$ cat src/rtl/seq_mul4_pkg.sv
// ============================================================================
// Module : seq_mul4_pkg
// Brief  : Shared widths, state encoding and magnitude helper for seq_mul4.
// Rev    : 1.0 - initial release
// ============================================================================
`default_nettype none

package seq_mul4_pkg;

  localparam int WIDTH  = 4;
  localparam int PWIDTH = 8;

  typedef enum logic [1:0] {
    IDLE = 2'd0,
    CALC = 2'd1,
    FIX  = 2'd2
  } state_t;

  // -8 maps to 4'b1000, which is the correct magnitude when read as unsigned
  function automatic logic [WIDTH-1:0] mag(input logic [WIDTH-1:0] x,
                                           input logic             sgn);
    return (sgn && x[WIDTH-1]) ? WIDTH'(~x + 1'b1) : x;
  endfunction

endpackage

`default_nettype wire

$ cat src/rtl/seq_mul4_if.sv
// ============================================================================
// Module : seq_mul4_if
// Brief  : Operand/result bundle between a requester and seq_mul4.
// Rev    : 1.0 - initial release
// ============================================================================
`default_nettype none

interface seq_mul4_if;
  import seq_mul4_pkg::*;

  logic              start;
  logic              sgn;
  logic [WIDTH-1:0]  a;
  logic [WIDTH-1:0]  b;
  logic [PWIDTH-1:0] product;
  logic              busy;
  logic              done;

  modport master (output start, sgn, a, b, input product, busy, done);
  modport slave  (input start, sgn, a, b, output product, busy, done);
endinterface

`default_nettype wire

$ cat src/rtl/seq_mul4_fa4.sv
// ============================================================================
// Module : fa4
// Brief  : 4-bit ripple-carry full adder.
// Rev    : 1.0 - initial release
// ============================================================================
`default_nettype none

module fa4 (
  input  wire logic [3:0] a,
  input  wire logic [3:0] b,
  input  wire logic       cin,
  output logic      [3:0] sum,
  output logic            cout
);

  logic [4:0] w_carry;

  assign w_carry[0] = cin;

  for (genvar i = 0; i < 4; i++) begin : g_bit
    assign sum[i]       = a[i] ^ b[i] ^ w_carry[i];
    assign w_carry[i+1] = (a[i] & b[i]) | (w_carry[i] & (a[i] ^ b[i]));
  end

  assign cout = w_carry[4];

endmodule

`default_nettype wire

$ cat src/rtl/seq_mul4.sv
// ============================================================================
// Module : seq_mul4
// Brief  : 4x4 sequential shift-add multiplier, signed or unsigned operands.
// Rev    : 1.0 - initial release
// ============================================================================
`default_nettype none

module seq_mul4
  import seq_mul4_pkg::*;
(
  input  wire logic clk,
  input  wire logic rst,
  seq_mul4_if.slave bus
);

  state_t            r_state;
  state_t            w_state_next;
  logic [1:0]        r_cnt;
  logic [PWIDTH-1:0] r_acc;
  logic [WIDTH-1:0]  r_mcand;
  logic              r_neg;
  logic [PWIDTH-1:0] r_product;
  logic              r_done;
  logic              w_busy;

  logic [WIDTH-1:0]  w_addend;
  logic [WIDTH-1:0]  w_sum;
  logic              w_cout;

  // Multiplier sits in the low nibble and is consumed LSB first as it shifts out
  assign w_addend = r_acc[0] ? r_mcand : '0;

  fa4 u_fa4 (
    .a    (r_acc[PWIDTH-1:WIDTH]),
    .b    (w_addend),
    .cin  (1'b0),
    .sum  (w_sum),
    .cout (w_cout)
  );

  always_ff @(posedge clk or posedge rst) begin
    if (rst) r_state <= IDLE;
    else     r_state <= w_state_next;
  end

  always_comb begin
    w_state_next = r_state;
    w_busy       = 1'b0;
    case (r_state)
      IDLE: if (bus.start) w_state_next = CALC;
      CALC: begin
        w_busy = 1'b1;
        if (r_cnt == 2'd3) w_state_next = FIX;
      end
      FIX: begin
        w_busy       = 1'b1;
        w_state_next = IDLE;
      end
      default: w_state_next = IDLE;
    endcase
  end

  always_ff @(posedge clk or posedge rst) begin
    if (rst) begin
      r_cnt     <= '0;
      r_acc     <= '0;
      r_mcand   <= '0;
      r_neg     <= 1'b0;
      r_product <= '0;
      r_done    <= 1'b0;
    end else begin
      r_done <= 1'b0;
      case (r_state)
        IDLE: begin
          if (bus.start) begin
            r_acc   <= {{WIDTH{1'b0}}, mag(bus.b, bus.sgn)};
            r_mcand <= mag(bus.a, bus.sgn);
            r_neg   <= bus.sgn & (bus.a[WIDTH-1] ^ bus.b[WIDTH-1]);
            r_cnt   <= '0;
          end
        end
        CALC: begin
          r_acc <= {w_cout, w_sum, r_acc[WIDTH-1:1]};
          r_cnt <= r_cnt + 2'd1;
        end
        FIX: begin
          r_product <= r_neg ? PWIDTH'(~r_acc + 1'b1) : r_acc;
          r_done    <= 1'b1;
        end
        default: ;
      endcase
    end
  end

  assign bus.product = r_product;
  assign bus.busy    = w_busy;
  assign bus.done    = r_done;

endmodule

`default_nettype wire

$ cat src/flat_wrapper.sv
// flat-port wrapper written by rule: the top's interface ports become plain ports
module seq_mul4_flat import seq_mul4_pkg::*;
  (clk, rst, bus_start, bus_sgn, bus_a, bus_b, bus_product, bus_busy, bus_done);
  seq_mul4_if bus_i ();
  input  wire logic clk;
  input  wire logic rst;
  input wire logic [$bits(bus_i.start)-1:0] bus_start;
  input wire logic [$bits(bus_i.sgn)-1:0] bus_sgn;
  input wire logic [$bits(bus_i.a)-1:0] bus_a;
  input wire logic [$bits(bus_i.b)-1:0] bus_b;
  output wire logic [$bits(bus_i.product)-1:0] bus_product;
  output wire logic [$bits(bus_i.busy)-1:0] bus_busy;
  output wire logic [$bits(bus_i.done)-1:0] bus_done;
  assign bus_i.start = bus_start;
  assign bus_i.sgn = bus_sgn;
  assign bus_i.a = bus_a;
  assign bus_i.b = bus_b;
  assign bus_product = bus_i.product;
  assign bus_busy = bus_i.busy;
  assign bus_done = bus_i.done;
  seq_mul4 u_core (.clk(clk), .rst(rst), .bus(bus_i));
endmodule
$ cat config.mk
export PLATFORM = sky130hd
export DESIGN_NAME = seq_mul4_flat
export DESIGN_NICKNAME = d
export VERILOG_FILES = /design/src/rtl/seq_mul4_pkg.sv /design/src/rtl/seq_mul4_if.sv /design/src/rtl/seq_mul4_fa4.sv /design/src/rtl/seq_mul4.sv /design/src/flat_wrapper.sv
export SDC_FILE = /design/constraint.sdc
export NUM_CORES = 1
export LEC_CHECK = 0
export ABC_AREA = 0
export CORE_ASPECT_RATIO = 1.75
export CORE_MARGIN = 2
export CORE_UTILIZATION = 49
export DETAILED_ROUTE_END_ITERATION = 8
export PLACE_DENSITY = 0.8
export SKIP_LAST_GASP = 1
export SLEW_MARGIN = 40
export SYNTH_ARGS = -nofsm -noshare
export SYNTH_HDL_FRONTEND = slang
export SYNTH_SLANG_ARGS = --single-unit
export TNS_END_PERCENT = 20
$ cat constraint.sdc
create_clock -name clk -period 2.1 [get_ports clk]
set_input_delay 0.315 -clock clk [delete_from_list [all_inputs] [get_ports clk]]
set_output_delay 0.315 -clock clk [all_outputs]
set_load 0.02 [all_outputs]
==> results of run 1 <==
state kept, by name (all words and copies together) (netlist names):
signal and cells:
u_core.r_state 2, u_core.r_neg 1, u_core.r_acc 8, u_core.bus.product 8, u_core.bus.done 1, u_core.r_mcand 4
u_core.r_cnt 2
cells in the mapped netlist (6+ instances only):
| master | instances | share of area [%] |
|---|---|---|
| a21oi_1 | 7 | 2.1 |
| nand2_1 | 23 | 5.2 |
| mux2i_1 | 7 | 4.2 |
| ha_1 | 8 | 6.1 |
| nor2_1 | 6 | 1.4 |
| inv_1 | 16 | 3.6 |
| o21ai_0 | 9 | 2.7 |
| dfrtp_1 | 26 | 39 |
| buf_2 | 7 | 2.1 |
report_power, final:
group / switching, mW / internal (mW)
sequential: 0.227 / 0.734
clock: 0.159 / 0.255
combinational: 0.920 / 0.790
per-layer routing:
metal,track usage (%),vias to the layer above
met5,0,-
met4,11.08,0
met3,2.444,9
met2,36.80,30
met1,22.03,644
li1,-,654
cell type report:
type | instances | share of cell area, %
multi-input cells | 121 | 44.76
flip-flops and latches | 26 | 32.60
clock buffers | 3 | 2.069
well taps | 43 | 2.696
clock inverters | 1 | 1.505
inverters | 17 | 3.197
repair buffers | 28 | 13.17
repair_timing:
item / in CTS / in global routing
buffers inserted: 0 / 1
endpoints found under the hold margin: 0 / 0
pin swaps: 1 / 5
setup endpoints to repair: 2 / 3
gates resized for setup: 0 / 12
kinds of logic after synthesis:
| group | synth area share, % |
|---|---|
| fa+ha+maj | 9.705 |
| compound gates | 16.60 |
| mux | 6.975 |
| buf+inv | 8.036 |
| simple gates | 16.60 |
| xor+xnor | 2.653 |
| flops | 39.42 |
worst paths after layout:
| kind | to | slack, ns | cells after the start |
|---|---|---|---|
| worst min-delay path | u_core.bus.product[2]$_DFFE_PP0P_ | 0.39 | 3 |
| max in group asynchronous | u_core.r_acc[4]$_DFFE_PP0P_ | 1.46 | 3 |
| worst min register to register | u_core.r_mcand[1]$_DFFE_PP0P_ | 0.51 | 2 |
| min in group clk | u_core.r_mcand[1]$_DFFE_PP0P_ | 0.51 | 2 |
| worst max register to register | u_core.r_acc[6]$_DFFE_PP0P_ | 0.05 | 9 |
| worst max-delay path | u_core.r_acc[6]$_DFFE_PP0P_ | 0.05 | 9 |
critical path, stage by stage (launching register included):
cell and delay, ns:
dfrtp_1 0.39, and2_4 0.17, ha_4 0.15, inv_2 0.05
fa_2 0.19, inv_2 0.04, fa_2 0.34, inv_2 0.06
fa_2 0.43, o21ai_2 0.14
metrics by stage:
stage	cell area, µm²	setup slack (ns)	power, mW	cells
finish	1996	0.04914	3.086	239
global route	1996	-0.08341	3.366	239
CTS	1962	-0.005524	3.017	238
detailed placement	1891	0.001390	2.601	234
global placement	1891	0.1303	2.516	234
floorplan	1653	0.02802	2.139	175
==> results by group, run 1 <==
Status
  – Status: finished, final reports clean

Critical path
  – Crit end category: flop
  – Critical Path AT: between 2 and 2.5 ns
  – Worst EP required: about 2.3 ns
  – Worst setup path class: reg2reg
  – CP startpoint: u_core.r_mcand[0]$_DFFE_PP0P_
  – Startpoint types: flop
  – Worst Path Max Fanout: 2
  – Reg2reg start: u_core.r_mcand[0]$_DFFE_PP0P_

Placement
  – GPL Wtd Cong: 0.8800
  – Hpwl dp: 2598 µm
  – Buffers on Ports: 21

Synth
  – Cell Area, Synth: between 1500 and 2000 µm²
  – Syn nets: about 200
  – Syn_area_per_cell: roughly 9.4 µm²
  – Sequential area share after synthesis: 39.42%
  – Yosys cell types: 40
  – Ys flop type: dfrtp_1
  – Synth warn: 0
  – EDFF count, synth: 0
  – Async set-reset flop share out of synthesis: 100.0%
  – Mapped Cells: 175
  – Post-synthesis register bit count: 26

Timing
  – Min Tclk post-route: 2.051 ns
  – Final hold slack: 0.3923 ns
  – Hold Fails Final Rpt: 0
  – Post-route setup TNS: 0 ns
  – Worst slew pin tran: roughly 0.55 ns
  – Final number of setup-violating endpoints: 0
  – RSZ-0062 raised after global routing: yes
  – Max_slew headroom: 63.28%
  – Skew final: 0.001200 ns
  – Period Utilization, post-route: slightly below 100%
  – Max frequency: between 400 and 500 MHz
  – Max-slew violations: 0

Final layout
  – Commonest non-fill, non-tap cell in the layout: dfrtp_1
  – Share of layout cells above drive strength 1: 12.24%
  – Multi-input logic area: 893.4 µm²
  – Area growth syn-to-layout: 20.92%
  – Most frequent cells in the layout: dfrtp_1, nand2_1, clkdlybuf4s50_1
  – FF+latch area: 650.6 µm²
  – ANT cells: 0
  – Fillers: between 200 and 300
  – Final core occ: 62.84%
  – Fin nets: 220

Floorplanning
  – Die area: 3867 µm²
  – Site Rows: 27
  – Core area: 3176 µm²
  – Die height: 80.78 µm
  – Die W: about 48 µm
  – Initial Util: 51.97%
  – IO Count: 22

Global routing
  – All-Layer GR Usage: 20.70%
  – Initial antenna violation count: 0
  – Vias in the first global route: 1,389
  – Largest net degree at the start of global routing: 27
  – First-pass GRT wire length: 5858 µm
  – Gr ovfl total: 0

Power and ir drop
  – Max VDD drop: roughly 740 µV
  – Leak pwr: 0.8593 nW
  – Power per cell area: between 1500 and 2000 nW/µm²

Drt
  – First-pass DRT Iterations: 4
  – Via-to-Cell Ratio: around 5.6
  – Number of DRC markers in iteration 0: 41
  – Routed wire per std cell: ~14 µm
  – Met2 WL: 1869 µm
  – Antenna-violating nets left: 0
  – Max layer used: met4
  – Routed wire length: 3325 µm
  – WL met1: 1279 µm
  – # DRC: 0
  – Vias: 1,337
  – WL met3: about 82 µm

CTS
  – Num Clock Sinks: 26
  – Htree depth: 1
  – Clk_lat worst skew: around 0.27 ns
  – CTS tree: yes
  – Cts bufs inserted: 3
  – Hold-fix buffers, CTS: 0
  – CTS max path bufs: 2
  – CTS root buf: clkbuf_8
  – Clock-pin transition on the worst setup and hold timing paths: 0.09 ns

Flow run
  – Max Cap Viol: 0

Hold path
  – Worst Hold Class: in2async
Power figures use the tool's default switching activity.
==> run 2: changes to the inputs <==
CORE_UTILIZATION = 50   (was 49)
PLACE_DENSITY = 0.79   (was 0.8)
clock period = 2.2 ns   (was 2.1 ns; I/O delays follow)
==> run 2 against run 1 <==
Net effect: via count up 3.0%; sequential share of layout area increased by 0.71 points; die area shrank 1.9%; non-clock buffer count unchanged; global-route usage grew 2.4 points; register-to-register slack improved by 0.06 ns; cell area decreased by 2.1%.
==> results by group, run 2 (synthesis results as in run 1) <==
Timing
  – Hold Fails Final Rpt: 0
  – Worst setup margin: 0.1140 ns
  – RSZ-0062 raised after global routing: yes
  – Max-slew violations: 0
  – Min Tclk post-route: 2.086 ns
  – Worst slew pin tran: 0.5665 ns
  – Skew final: 0.004512 ns
  – Max frequency: roughly 480 MHz
  – Final number of setup-violating endpoints: 0
  – Period Utilization, post-route: 94.82%
  – Max_slew headroom: 62.24%

Floorplanning
  – IO Count: 22
  – Core area: 3142 µm²
  – Die W: 47.43 µm
  – Initial Util: between 50% and 60%
  – Die area: 3794 µm²
  – Site Rows: 27
  – Die height: ~80 µm

Global routing
  – Initial antenna violation count: 0
  – First-pass GRT wire length: between 6000 and 7000 µm
  – Vias in the first global route: roughly 1,500
  – All-Layer GR Usage: 23.11%
  – Gr ovfl total: 0
  – Largest net degree at the start of global routing: 27

Drt
  – Routed wire length: 3687 µm
  – Vias: 1,377
  – Number of DRC markers in iteration 0: 46
  – # DRC: 0
  – Via-to-Cell Ratio: 5.762
  – Routed wire per std cell: 15.43 µm
  – Antenna-violating nets left: 0
  – First-pass DRT Iterations: 4

Status
  – Status: finished, final reports clean

Flow run
  – Max Cap Viol: 0

Critical path
  – WP buf/inv: 3
  – Worst setup path class: reg2reg
  – Worst-path cell with the longest stage delay: dfrtp_1
  – Crit end category: flop
  – CP startpoint: u_core.r_mcand[0]$_DFFE_PP0P_
  – Reg2reg start: u_core.r_mcand[0]$_DFFE_PP0P_
  – Critical Path, Cell by Cell: and2_1 -> ha_1 -> inv_1 -> fa_1 -> inv_1 -> fa_1 -> inv_1 -> fa_1 -> nand2_1 -> o21ai_0 -> o221ai_1
  – Critical Path AT: roughly 2.3 ns
  – Worst Path Max Fanout: 2
  – Startpoint types: flop
  – Max incr delay on CP: 0.37 ns
  – Crit-path leading delay family: adder cells
  – Worst EP required: 2.40 ns

Placement
  – Buffers on Ports: 21
  – DP Worst Slack: 0.1510 ns
  – Placed Cells: around 230
  – GPL Wtd Cong: about 0.83
  – Hpwl dp: between 2000 and 3000 µm

CTS
  – Htree depth: 1
  – CTS tree: yes
  – CTS max path bufs: 2
  – Clk_lat worst skew: 0.27 ns
  – Clock-pin transition on the worst setup and hold timing paths: about 0.10 ns
  – Num Clock Sinks: 26
  – CTS root buf: clkbuf_8
  – Cts bufs inserted: 3

Final layout
  – Share of layout cells above drive strength 1: 7.653%
  – Fin nets: 220
  – Commonest non-fill, non-tap cell in the layout: dfrtp_1
  – Area growth syn-to-layout: 18.35%
  – Final core occ: between 60 and 70%
  – Most frequent cells in the layout: dfrtp_1, nand2_1, clkdlybuf4s50_1
  – ANT cells: 0
  – Final cell count without fillers: between 200 and 250

Power and ir drop
  – Max VDD drop: 712.4 µV
  – Power, Total: 2.847 mW
  – Leak pwr: 0.8530 nW
  – Power per cell area: 1458 nW/µm²

Hold path
  – Worst Hold Class: in2async
[run 2: cell count changes in the layout (fill, tap and decap cells not counted), sizes merged]
cell    change
bufinv      -1
clkbuf      +1
[run 2: per-layer routing]
metal	track usage (%)	share of wire (%)
met3	3.167	3.2
met1	23.84	37
met5	0	0
met4	11.94	3.0
met2	41.49	57
[run 2: final timing paths]
kind | slack (ns) | to | cells after the start
worst min register to register | 0.50 | u_core.r_mcand[1]$_DFFE_PP0P_ | 2
worst min-delay path | 0.40 | u_core.bus.product[4]$_DFFE_PP0P_ | 3
worst max register to register | 0.11 | u_core.r_acc[7]$_DFFE_PP0P_ | 11
min in group clk | 0.50 | u_core.r_mcand[1]$_DFFE_PP0P_ | 2
max in group asynchronous | 1.54 | u_core.bus.product[6]$_DFFE_PP0P_ | 3
worst max-delay path | 0.11 | u_core.r_acc[7]$_DFFE_PP0P_ | 11
[run 2: power breakdown]
part,internal [mW],switching (mW),total [mW]
clock,0.160,0.160,0.320
sequential,0.700,0.222,0.923
combinational,0.718,0.887,1.60
total,1.58,1.27,2.85
[run 2: through the flow]
stage	instance area [µm²]	setup TNS, ns	hold WS [ns]
CTS	1946	0	0.4216
floorplan	1650	0	0.3700
detailed placement	1891	0	0.4827
finish	1953	0	0.4031
global route	1953	-0.008623	0.4431
global placement	1891	0	0.4574
[run 2: final cells by class]
class                   instances  area [µm²]
well taps                      43       53.80
flip-flops and latches         26       650.6
inverters                      17       63.81
fillers                       271        1189
clock buffers                   4       55.05
multi-input cells             121       867.1
repair buffers                 28       262.8
[run 2: timing repair]
action	in CTS	in global routing
buffers inserted	0	1
setup endpoints to repair	0	1
gates resized for setup	0	0
hold buffers	0	0
[run 2: tightest hold or removal path: stages]
cell and delay, ns:
clkdlybuf4s50_1 0.40, inv_1 0.05, buf_4 0.30
==> run 3: changes to the inputs <==
TNS_END_PERCENT = default   (was 20)
==> results of run 3 <==
Same layout as run 2: the final DEF is identical, and so are final timing and power.
